<file path="src/rtl/uart_pkg.sv">
// Shared definitions for the UART receive path: state encoding and default framing constants.
package uart_pkg;

    localparam int DATA_W           = 8;
    localparam int CLKS_PER_BIT_DEF = 104;

    typedef enum logic [2:0] {
        ST_IDLE  = 3'd0,
        ST_START = 3'd1,
        ST_DATA  = 3'd2,
        ST_STOP  = 3'd3,
        ST_BREAK = 3'd4
    } uart_state_e;

endpackage

</file>
<file path="src/rtl/uart_sync.sv">
// Two-flop synchroniser for asynchronous pin inputs; reset value chosen per pin's idle level.
module uart_sync #(
    parameter logic RST_VAL = 1'b1
) (
    input  logic i_clk,
    input  logic i_nrst,
    input  logic i_d,
    output logic o_q
);

    logic r_meta;
    logic r_sync;

    // Metastability filter: pin passes through two flops before use.
    always_ff @(posedge i_clk or negedge i_nrst) begin
        if (!i_nrst) begin
            r_meta <= RST_VAL;
            r_sync <= RST_VAL;
        end else begin
            r_meta <= i_d;
            r_sync <= r_meta;
        end
    end

    assign o_q = r_sync;

endmodule

</file>
<file path="src/rtl/uart_rx.sv">
// 8N1 UART receiver with mid-bit sampling, valid/ack output handshake and error pulses.
module uart_rx
    import uart_pkg::*;
#(
    parameter int CLKS_PER_BIT = CLKS_PER_BIT_DEF,
    parameter int HALF_BIT     = CLKS_PER_BIT / 2
) (
    input  logic              i_clk,
    input  logic              i_nrst,
    input  logic              i_rx,
    input  logic              i_ack,
    output logic [DATA_W-1:0] o_data,
    output logic              o_valid,
    output logic              o_frame_err,
    output logic              o_overrun,
    output logic              o_busy
);

    localparam int                CNT_W     = $clog2(CLKS_PER_BIT);
    localparam logic [CNT_W-1:0]  CNT_ZERO  = CNT_W'(0);
    localparam logic [CNT_W-1:0]  CNT_ONE   = CNT_W'(1);
    localparam logic [CNT_W-1:0]  HALF_LAST = CNT_W'(HALF_BIT - 1);
    localparam logic [CNT_W-1:0]  BIT_LAST  = CNT_W'(CLKS_PER_BIT - 1);

    logic              w_rx_s;
    uart_state_e       r_state;
    uart_state_e       w_state_nxt;
    logic [CNT_W-1:0]  r_cnt;
    logic [CNT_W-1:0]  w_cnt_nxt;
    logic [2:0]        r_bit_idx;
    logic [2:0]        w_bit_idx_nxt;
    logic [DATA_W-1:0] r_shift;
    logic              w_shift_en;
    logic              w_load;
    logic              w_ferr;
    logic [DATA_W-1:0] r_data;
    logic              r_valid;
    logic              r_frame_err;
    logic              r_overrun;
    logic              r_busy;

    uart_sync #(.RST_VAL(1'b1)) u_sync (
        .i_clk  (i_clk),
        .i_nrst (i_nrst),
        .i_d    (i_rx),
        .o_q    (w_rx_s)
    );

    // State, bit-timing counter and bit index registers.
    always_ff @(posedge i_clk or negedge i_nrst) begin
        if (!i_nrst) begin
            r_state   <= ST_IDLE;
            r_cnt     <= CNT_ZERO;
            r_bit_idx <= 3'd0;
        end else begin
            r_state   <= w_state_nxt;
            r_cnt     <= w_cnt_nxt;
            r_bit_idx <= w_bit_idx_nxt;
        end
    end

    // Next-state logic; every sample point is the last count of its bit window.
    always_comb begin
        w_state_nxt   = r_state;
        w_cnt_nxt     = r_cnt;
        w_bit_idx_nxt = r_bit_idx;
        w_shift_en    = 1'b0;
        w_load        = 1'b0;
        w_ferr        = 1'b0;
        case (r_state)
            ST_IDLE: begin
                w_cnt_nxt = CNT_ZERO;
                if (!w_rx_s) begin
                    w_state_nxt = ST_START;
                end else begin
                    w_state_nxt = ST_IDLE;
                end
            end
            ST_START: begin
                if (r_cnt == HALF_LAST) begin
                    w_cnt_nxt     = CNT_ZERO;
                    w_bit_idx_nxt = 3'd0;
                    // A start bit that has gone high again by mid-bit is treated as noise.
                    if (!w_rx_s) begin
                        w_state_nxt = ST_DATA;
                    end else begin
                        w_state_nxt = ST_IDLE;
                    end
                end else begin
                    w_cnt_nxt = r_cnt + CNT_ONE;
                end
            end
            ST_DATA: begin
                if (r_cnt == BIT_LAST) begin
                    w_cnt_nxt     = CNT_ZERO;
                    w_shift_en    = 1'b1;
                    w_bit_idx_nxt = r_bit_idx + 3'd1;
                    if (r_bit_idx == 3'd7) begin
                        w_state_nxt = ST_STOP;
                    end else begin
                        w_state_nxt = ST_DATA;
                    end
                end else begin
                    w_cnt_nxt = r_cnt + CNT_ONE;
                end
            end
            ST_STOP: begin
                if (r_cnt == BIT_LAST) begin
                    w_cnt_nxt = CNT_ZERO;
                    if (w_rx_s) begin
                        w_load      = 1'b1;
                        w_state_nxt = ST_IDLE;
                    end else begin
                        w_ferr      = 1'b1;
                        w_state_nxt = ST_BREAK;
                    end
                end else begin
                    w_cnt_nxt = r_cnt + CNT_ONE;
                end
            end
            ST_BREAK: begin
                w_cnt_nxt = CNT_ZERO;
                if (w_rx_s) begin
                    w_state_nxt = ST_IDLE;
                end else begin
                    w_state_nxt = ST_BREAK;
                end
            end
            default: begin
                w_state_nxt = ST_IDLE;
                w_cnt_nxt   = CNT_ZERO;
            end
        endcase
    end

    // Data shift register, filled LSB first at each data sample point.
    always_ff @(posedge i_clk or negedge i_nrst) begin
        if (!i_nrst) begin
            r_shift <= {DATA_W{1'b0}};
        end else if (w_shift_en) begin
            r_shift[r_bit_idx] <= w_rx_s;
        end
    end

    // Output handshake: a new byte wins over a simultaneous acknowledge.
    always_ff @(posedge i_clk or negedge i_nrst) begin
        if (!i_nrst) begin
            r_data      <= {DATA_W{1'b0}};
            r_valid     <= 1'b0;
            r_frame_err <= 1'b0;
            r_overrun   <= 1'b0;
            r_busy      <= 1'b0;
        end else begin
            r_frame_err <= w_ferr;
            r_overrun   <= w_load & r_valid & ~i_ack;
            r_busy      <= (w_state_nxt != ST_IDLE);
            if (w_load) begin
                r_data  <= r_shift;
                r_valid <= 1'b1;
            end else if (i_ack) begin
                r_valid <= 1'b0;
            end
        end
    end

    assign o_data      = r_data;
    assign o_valid     = r_valid;
    assign o_frame_err = r_frame_err;
    assign o_overrun   = r_overrun;
    assign o_busy      = r_busy;

endmodule

</file>
<file path="config.mk">
export PLATFORM = sky130hd
export DESIGN_NAME = uart_rx
export DESIGN_NICKNAME = d
export VERILOG_FILES = /design/src/rtl/uart_pkg.sv /design/src/rtl/uart_sync.sv /design/src/rtl/uart_rx.sv
export SDC_FILE = /design/constraint.sdc
export NUM_CORES = 1
export LEC_CHECK = 0
export ABC_AREA = 1
export CORE_UTILIZATION = 56
export CTS_CLUSTER_SIZE = 24
export DETAILED_ROUTE_END_ITERATION = 12
export PLACE_DENSITY = 0.88
export SYNTH_ARGS = -nofsm -noshare
export SYNTH_HDL_FRONTEND = slang
export SYNTH_SLANG_ARGS = --single-unit
</file>
<file path="constraint.sdc">
create_clock -name i_clk -period 1.5 [get_ports i_clk]
set_input_delay 0.225 -clock i_clk [delete_from_list [all_inputs] [get_ports i_clk]]
set_output_delay 0.225 -clock i_clk [all_outputs]
set_load 0.05 [all_outputs]
</file>
==> results of run 1 <==
[layout make-up]
| cell class | count | share of cell area [%] |
|---|---|---|
| multi-input cells | 124 | 37.0 |
| inverters | 32 | 5.90 |
| clock buffers | 6 | 2.52 |
| flip-flops and latches | 35 | 43.2 |
| repair buffers | 20 | 7.75 |
| well taps | 31 | 1.91 |
| clock inverters | 2 | 1.72 |
[through the flow]
stage,instance area (um^2),cells
2_1_floorplan,1660,190
3_3_place_gp,1820,237
3_5_place_dp,1820,237
4_1_cts,1930,246
5_1_grt,2030,250
6_report,2030,250
[logic make-up (layout without fill, tap and decap cells)]
kind of cell / Yosys count / in the layout / synth area share [%]
DFF: 35 / 35 / 52.9
AOI/OAI and AO/OA: 21 / 21 / 8.37
xor gates and xnor gates: 3 / 3 / 1.58
adders and majority gates: 3 / 3 / 2.26
buffers and inverters: 33 / 60 / 7.91
and+or+nand+nor: 95 / 97 / 27.0
[how the worst max path moves through the flow]
stage,to,slack (ns),depth (start not counted),start
floorplan,o_data[6],0.14,7,r_cnt[0]
global placement,o_data[4],0.08,6,r_cnt[0]
detailed placement,o_data[3],0.004,6,r_cnt[0]
CTS,o_busy,0.001,8,r_cnt[0]
global route,r_cnt[2],-0.07,8,r_cnt[1]
finish,r_cnt[2],0.01,8,r_cnt[1]
[power by group through the flow]
stage | logic (uW) | registers (uW) | clock network, uW
3_5_place_dp | 33.1 | 969 | 0
5_1_grt | 37.0 | 953 | 757
2_1_floorplan | 3.55 | 969 | 0
6_report | 32.1 | 952 | 709
4_1_cts | 33.4 | 952 | 716
3_3_place_gp | 32.6 | 969 | 0
[flip-flops by register name, summed over array words and instances, names as in the netlist]
name	flops
u_sync.o_q	1
o_overrun	1
r_shift	8
o_data	8
r_state	3
u_sync.r_meta	1
r_cnt	7
o_valid	1
o_busy	1
o_frame_err	1
r_bit_idx	3
[timing repair]
action / in CTS / in global routing
gates resized for setup: 2 / 18
cloned: 1 / 1
buffers inserted: 0 / 3
pin swaps: 1 / 8
endpoints found under the setup margin: 12 / 28
[metal layers]
metal,up-vias,global-route usage [%],routed length [um]
met5,-,0,0
met4,0,8.71,60
met3,8,6.68,221
met2,51,36.5,1720
met1,635,26.7,1390
li1,647,-,-
[cells in the final DEF (no fill, tap or decap), types with 4 or more instances in the layout]
| cell | instances |
|---|---|
| nand2_1 | 35 |
| buf_4 | 17 |
| nand2_2 | 5 |
| inv_2 | 6 |
| nand3_1 | 12 |
| dfrtp_1 | 33 |
| o21ai_1 | 9 |
| o21ai_2 | 9 |
| nor2_4 | 4 |
| inv_1 | 26 |
| nand3_2 | 6 |
| clkbuf_4 | 5 |
| nor2_1 | 24 |
==> results.sh, run 1 <==
export IMPL_status="finished clean"
export IMPL_seqCellArea_um2=878
export IMPL_power_density_nw_per_um2=833
export IMPL_first_iter_violations=56
export IMPL_io_pins=16
export IMPL_cap_violations=0
export IMPL_yosysMostFrequentCell="nand2_1"
export IMPL_avgSynthCellArea_um2=8.74
export IMPL_worstReg2RegStart="r_cnt[1]"
export IMPL_grt_antenna_before_repair=0
export IMPL_fin_setup_tns_ns=0
export IMPL_synth_distinct_cells=23
export IMPL_worst_path_max_delay_cell="dfrtp_1"
export IMPL_yosysWarningCount=0
export IMPL_slew_headroom_pct=71.5
export IMPL_post_route_drc_count=0
export IMPL_htree_levels=2
export IMPL_syn_nets=197
export IMPL_post_route_util_pct=73.1
export IMPL_grt_pass1_vias=1236
export IMPL_vias=1341
export IMPL_cts_buffers=5
export IMPL_synth_area_um2=1660
export IMPL_skew_ns=0.0185
export IMPL_critPathCaptureType="register"
export IMPL_r2r_cells=8
export IMPL_clock_fmax_mhz=671
export IMPL_yosysTopAreaCellShare_pct=49.7
export IMPL_cp_top_family="simple AND/OR/NAND/NOR gates"
export IMPL_fin_total_pwr_uw=1690
export IMPL_die_x_um=56.5
export IMPL_wl_um=3390
export IMPL_postRouteAntennaNets=0
export IMPL_pwr_share_seq_pct=56.2
export IMPL_ys_top_cells_by_count="39 x nand2_1, 33 x dfrtp_1, 27 x inv_1, 27 x nor2_1, 18 x nand3_1"
export IMPL_area_growth_pct=22.5
export IMPL_crit_chain="ha_4 -> inv_1 -> nor2_1 -> nand3_1 -> nand2_2 -> inv_2 -> o21ai_0 -> nor2_1"
export IMPL_cp_max_fo=5
export IMPL_die_y_um=56.5
export IMPL_p_switching_uw=342
export IMPL_critPathLaunchType="register"
export IMPL_cp_arrival_ns=1.71
export IMPL_insertion_delay_ns=0.35
export IMPL_netlist_instances=190
export IMPL_gp_congestion=0.806
export IMPL_grt_overflow_total=0
export IMPL_crit_buf_inv=2
export IMPL_r2r_end="r_cnt[2]"
export IMPL_synth_top_area_cell="dfrtp_1"
export IMPL_hp_class="in2async"
export IMPL_cts_hold_buffers=0
export IMPL_clockRootBuffer="clkbuf_4"
export IMPL_via_per_inst=5.36
export IMPL_cp_required_ns=1.72
export IMPL_cts_tree="done"
export IMPL_power_frac_comb_pct=1.9
export IMPL_drive_above_1_share_pct=31.1
export IMPL_dpl_hpwl_um=2030
export IMPL_dp_slack_ns=0.00415
export IMPL_crit_path_max_incr_delay_ns=0.42
export IMPL_ys_flop_type="dfrtp_1"
export IMPL_synth_edf_count=0
export IMPL_firstDrtPassIters=4
export IMPL_regToRegSetupSlack_ns=0.01
export IMPL_fp_row_count=19
export IMPL_synth_area_leaders="dfrtp_1 50%, nand2_1 8.8%, inv_1 6.1%"
export IMPL_grt_pass1_wl_um=5320
export IMPL_min_period_ns=1.49
export IMPL_fillers=188
export IMPL_fin_crit_sh_pct=99.3
export IMPL_yosysSeqAreaShare_pct=52.9
export IMPL_clkSinkCount=35
export IMPL_n_antenna_cell=0
export IMPL_p_int_uw=1350
export IMPL_nNetsFinal=225
export IMPL_post_drt_wl_per_cell_um=13.6
export IMPL_core_area_um2=2780
export IMPL_clkTransAtPathRegs_ns=0.10
export IMPL_cpMostUsedCell="nor2_1"
export IMPL_multi_input_area_um2=753
export IMPL_clk_path_buf_depth=2
export IMPL_setup_viol=0
export IMPL_grt_max_degree=36
export IMPL_initial_core_util_pct=59.7
export IMPL_worst_setup_path_type="reg2reg"
export IMPL_async_reset_ff_share_pct=100
export IMPL_clkPwrFrac_pct=41.9
export IMPL_grt_usage_pct=22.0
export IMPL_p_leak_uw=0.000988
export IMPL_die_area_um2=3190
export IMPL_hold_violations=0
export IMPL_setup_ws_ns=0.0103
export IMPL_slew_violations=0
export IMPL_max_vdd_ir_drop_mv=0.739
export IMPL_synth_seq_cells=35
export IMPL_io_buffers=15
export IMPL_timing_hold_ws_ns=0.277
export IMPL_switching_share_pct=20.2
export IMPL_worst_pin_slew_ns=0.428
Power figures use the tool's default switching activity.
==> run 2: changes to the inputs <==
==> constraint.sdc (replaced) <==
create_clock -name i_clk -period 1.65 [get_ports i_clk]
set_input_delay 0.2475 -clock i_clk [delete_from_list [all_inputs] [get_ports i_clk]]
set_output_delay 0.2475 -clock i_clk [all_outputs]
set_load 0.02 [all_outputs]
==> run 2 against run 1 <==
  * First-iteration DRC count decreased by 3.6%
  * Worst setup slack worse by 0.0027 ns
  * Clock skew decreased by 0.0073 ns
  * Sequential power is 9.1% lower
  * Via count decreased by 7.1%
  * Clock-buffer cell count is 1 lower
  * Register-to-register slack better by 0.14 ns
  * Critical endpoint is now o_data[6]
  * Largest power group unchanged
==> results.sh, run 2 (synthesis gave the netlist of run 1 again) <==
export IMPL_skew_ns=0.0113
export IMPL_grt_pass1_vias=1096
export IMPL_pwr_share_seq_pct=52.0
export IMPL_regToRegSetupSlack_ns=0.15
export IMPL_insertion_delay_ns=0.35
export IMPL_final_area_um2=1980
export IMPL_r2r_end="r_shift[3]"
export IMPL_hold_violations=0
export IMPL_clkTransAtPathRegs_ns=0.11
export IMPL_postRouteAntennaNets=0
export IMPL_fin_setup_tns_ns=0
export IMPL_dpl_hpwl_um=1940
export IMPL_cts_buffers=5
export IMPL_post_route_drc_count=0
export IMPL_die_area_um2=3190
export IMPL_min_period_ns=1.64
export IMPL_critPathLaunchType="register"
export IMPL_fp_row_count=19
export IMPL_clock_fmax_mhz=609
export IMPL_cp_arrival_ns=1.39
export IMPL_core_area_um2=2780
export IMPL_p_leak_uw=0.000948
export IMPL_post_route_util_pct=71.2
export IMPL_clkSinkCount=35
export IMPL_clk_path_buf_depth=2
export IMPL_initial_core_util_pct=59.7
export IMPL_cp_top_family="buffers and inverters"
export IMPL_slew_headroom_pct=72.2
export IMPL_io_pins=16
export IMPL_clockRootBuffer="clkbuf_4"
export IMPL_grt_antenna_before_repair=0
export IMPL_status="finished clean"
export IMPL_grt_pass1_wl_um=4730
export IMPL_die_x_um=56.5
export IMPL_io_buffers=15
export IMPL_max_vdd_ir_drop_mv=0.994
export IMPL_post_drt_wl_per_cell_um=11.7
export IMPL_n_antenna_cell=0
export IMPL_gp_congestion=0.790
export IMPL_worstReg2RegStart="r_cnt[0]"
export IMPL_cap_violations=0
export IMPL_htree_levels=2
export IMPL_nNetsFinal=221
export IMPL_area_growth_pct=19.3
export IMPL_power_frac_comb_pct=1.7
export IMPL_p_switching_uw=321
export IMPL_vias=1246
export IMPL_crit_path_max_incr_delay_ns=0.64
export IMPL_placed_area_um2=1850
export IMPL_switching_share_pct=19.3
export IMPL_final_common_cell="nand2_1"
export IMPL_fin_crit_sh_pct=99.5
export IMPL_critPathCaptureType="primary output"
export IMPL_p_int_uw=1340
export IMPL_grt_usage_pct=19.9
export IMPL_firstDrtPassIters=4
export IMPL_crit_buf_inv=1
export IMPL_via_per_inst=5.07
export IMPL_hp_class="in2async"
export IMPL_worst_path_max_delay_cell="clkdlybuf4s50_1"
export IMPL_cts_hold_buffers=0
export IMPL_slew_violations=0
export IMPL_crit_chain="clkdlybuf4s50_1"
export IMPL_grt_max_degree=36
export IMPL_drive_above_1_share_pct=17.2
export IMPL_r2r_cells=8
export IMPL_cts_tree="done"
export IMPL_wl_um=2880
export IMPL_setup_viol=0
export IMPL_fin_cells=246
export IMPL_first_iter_violations=54
export IMPL_power_density_nw_per_um2=839
export IMPL_place_inst=236
export IMPL_worst_setup_path_type="reg2out"
export IMPL_clkPwrFrac_pct=46.2
export IMPL_worst_pin_slew_ns=0.417
export IMPL_cp_max_fo=2
export IMPL_die_y_um=56.5
export IMPL_grt_overflow_total=0
export IMPL_cp_required_ns=1.40
export IMPL_layout_common_cells="39 x nand2_1, 33 x dfrtp_1, 27 x inv_1, 27 x nor2_1, 18 x nand3_1"
run 2: what timing repair did:
action	in CTS	in global routing
buffers inserted	0	2
endpoints found under the setup margin	0	15
gates resized for setup	0	1
run 2: area by class of cell:
cell class / instances / area, um^2
tap: 31 / 38.8
inverter: 32 / 120
fill: 212 / 801
timing repair buffer: 18 / 185
clock inverter: 3 / 67.6
multi-input combinational: 122 / 653
clock buffer: 5 / 37.5
sequential: 35 / 878
run 2: metrics by stage:
step	hold slack [ns]	power [uW]	setup slack, ns
final	0.292	1660	0.00759
after global routing	0.283	1720	-0.0250
after CTS	0.282	1680	0.0238
after detailed placement	0.347	911	0.151
after global placement	0.348	911	0.223
after floorplan	-0.0481	884	0.294
run 2: how the worst max path moves through the flow:
stage	startpoint	endpoint	slack [ns]	depth (start not counted)
after CTS	o_data[6]	o_data[6]	0.02	1
final	o_data[6]	o_data[6]	0.008	1
after global placement	r_cnt[0]	r_shift[6]	0.22	8
after global routing	o_data[6]	o_data[6]	-0.02	1
after detailed placement	r_cnt[0]	o_data[3]	0.15	6
after floorplan	r_cnt[0]	o_data[6]	0.29	7
run 2: routing by layer:
metal	vias up	GRT usage (%)	wire length, um
met5	-	0	0
li1	639	-	-
met2	28	30.6	1410
met4	0	10.8	111
met3	11	6.45	122
met1	568	24.9	1240
run 2: power groups by stage:
stage	registers, uW	clock network (uW)	logic [uW]
final	865	768	28.8
after global routing	865	823	33.7
after CTS	865	782	29.9
after detailed placement	881	0	29.9
after global placement	881	0	29.5
after floorplan	881	0	3.22
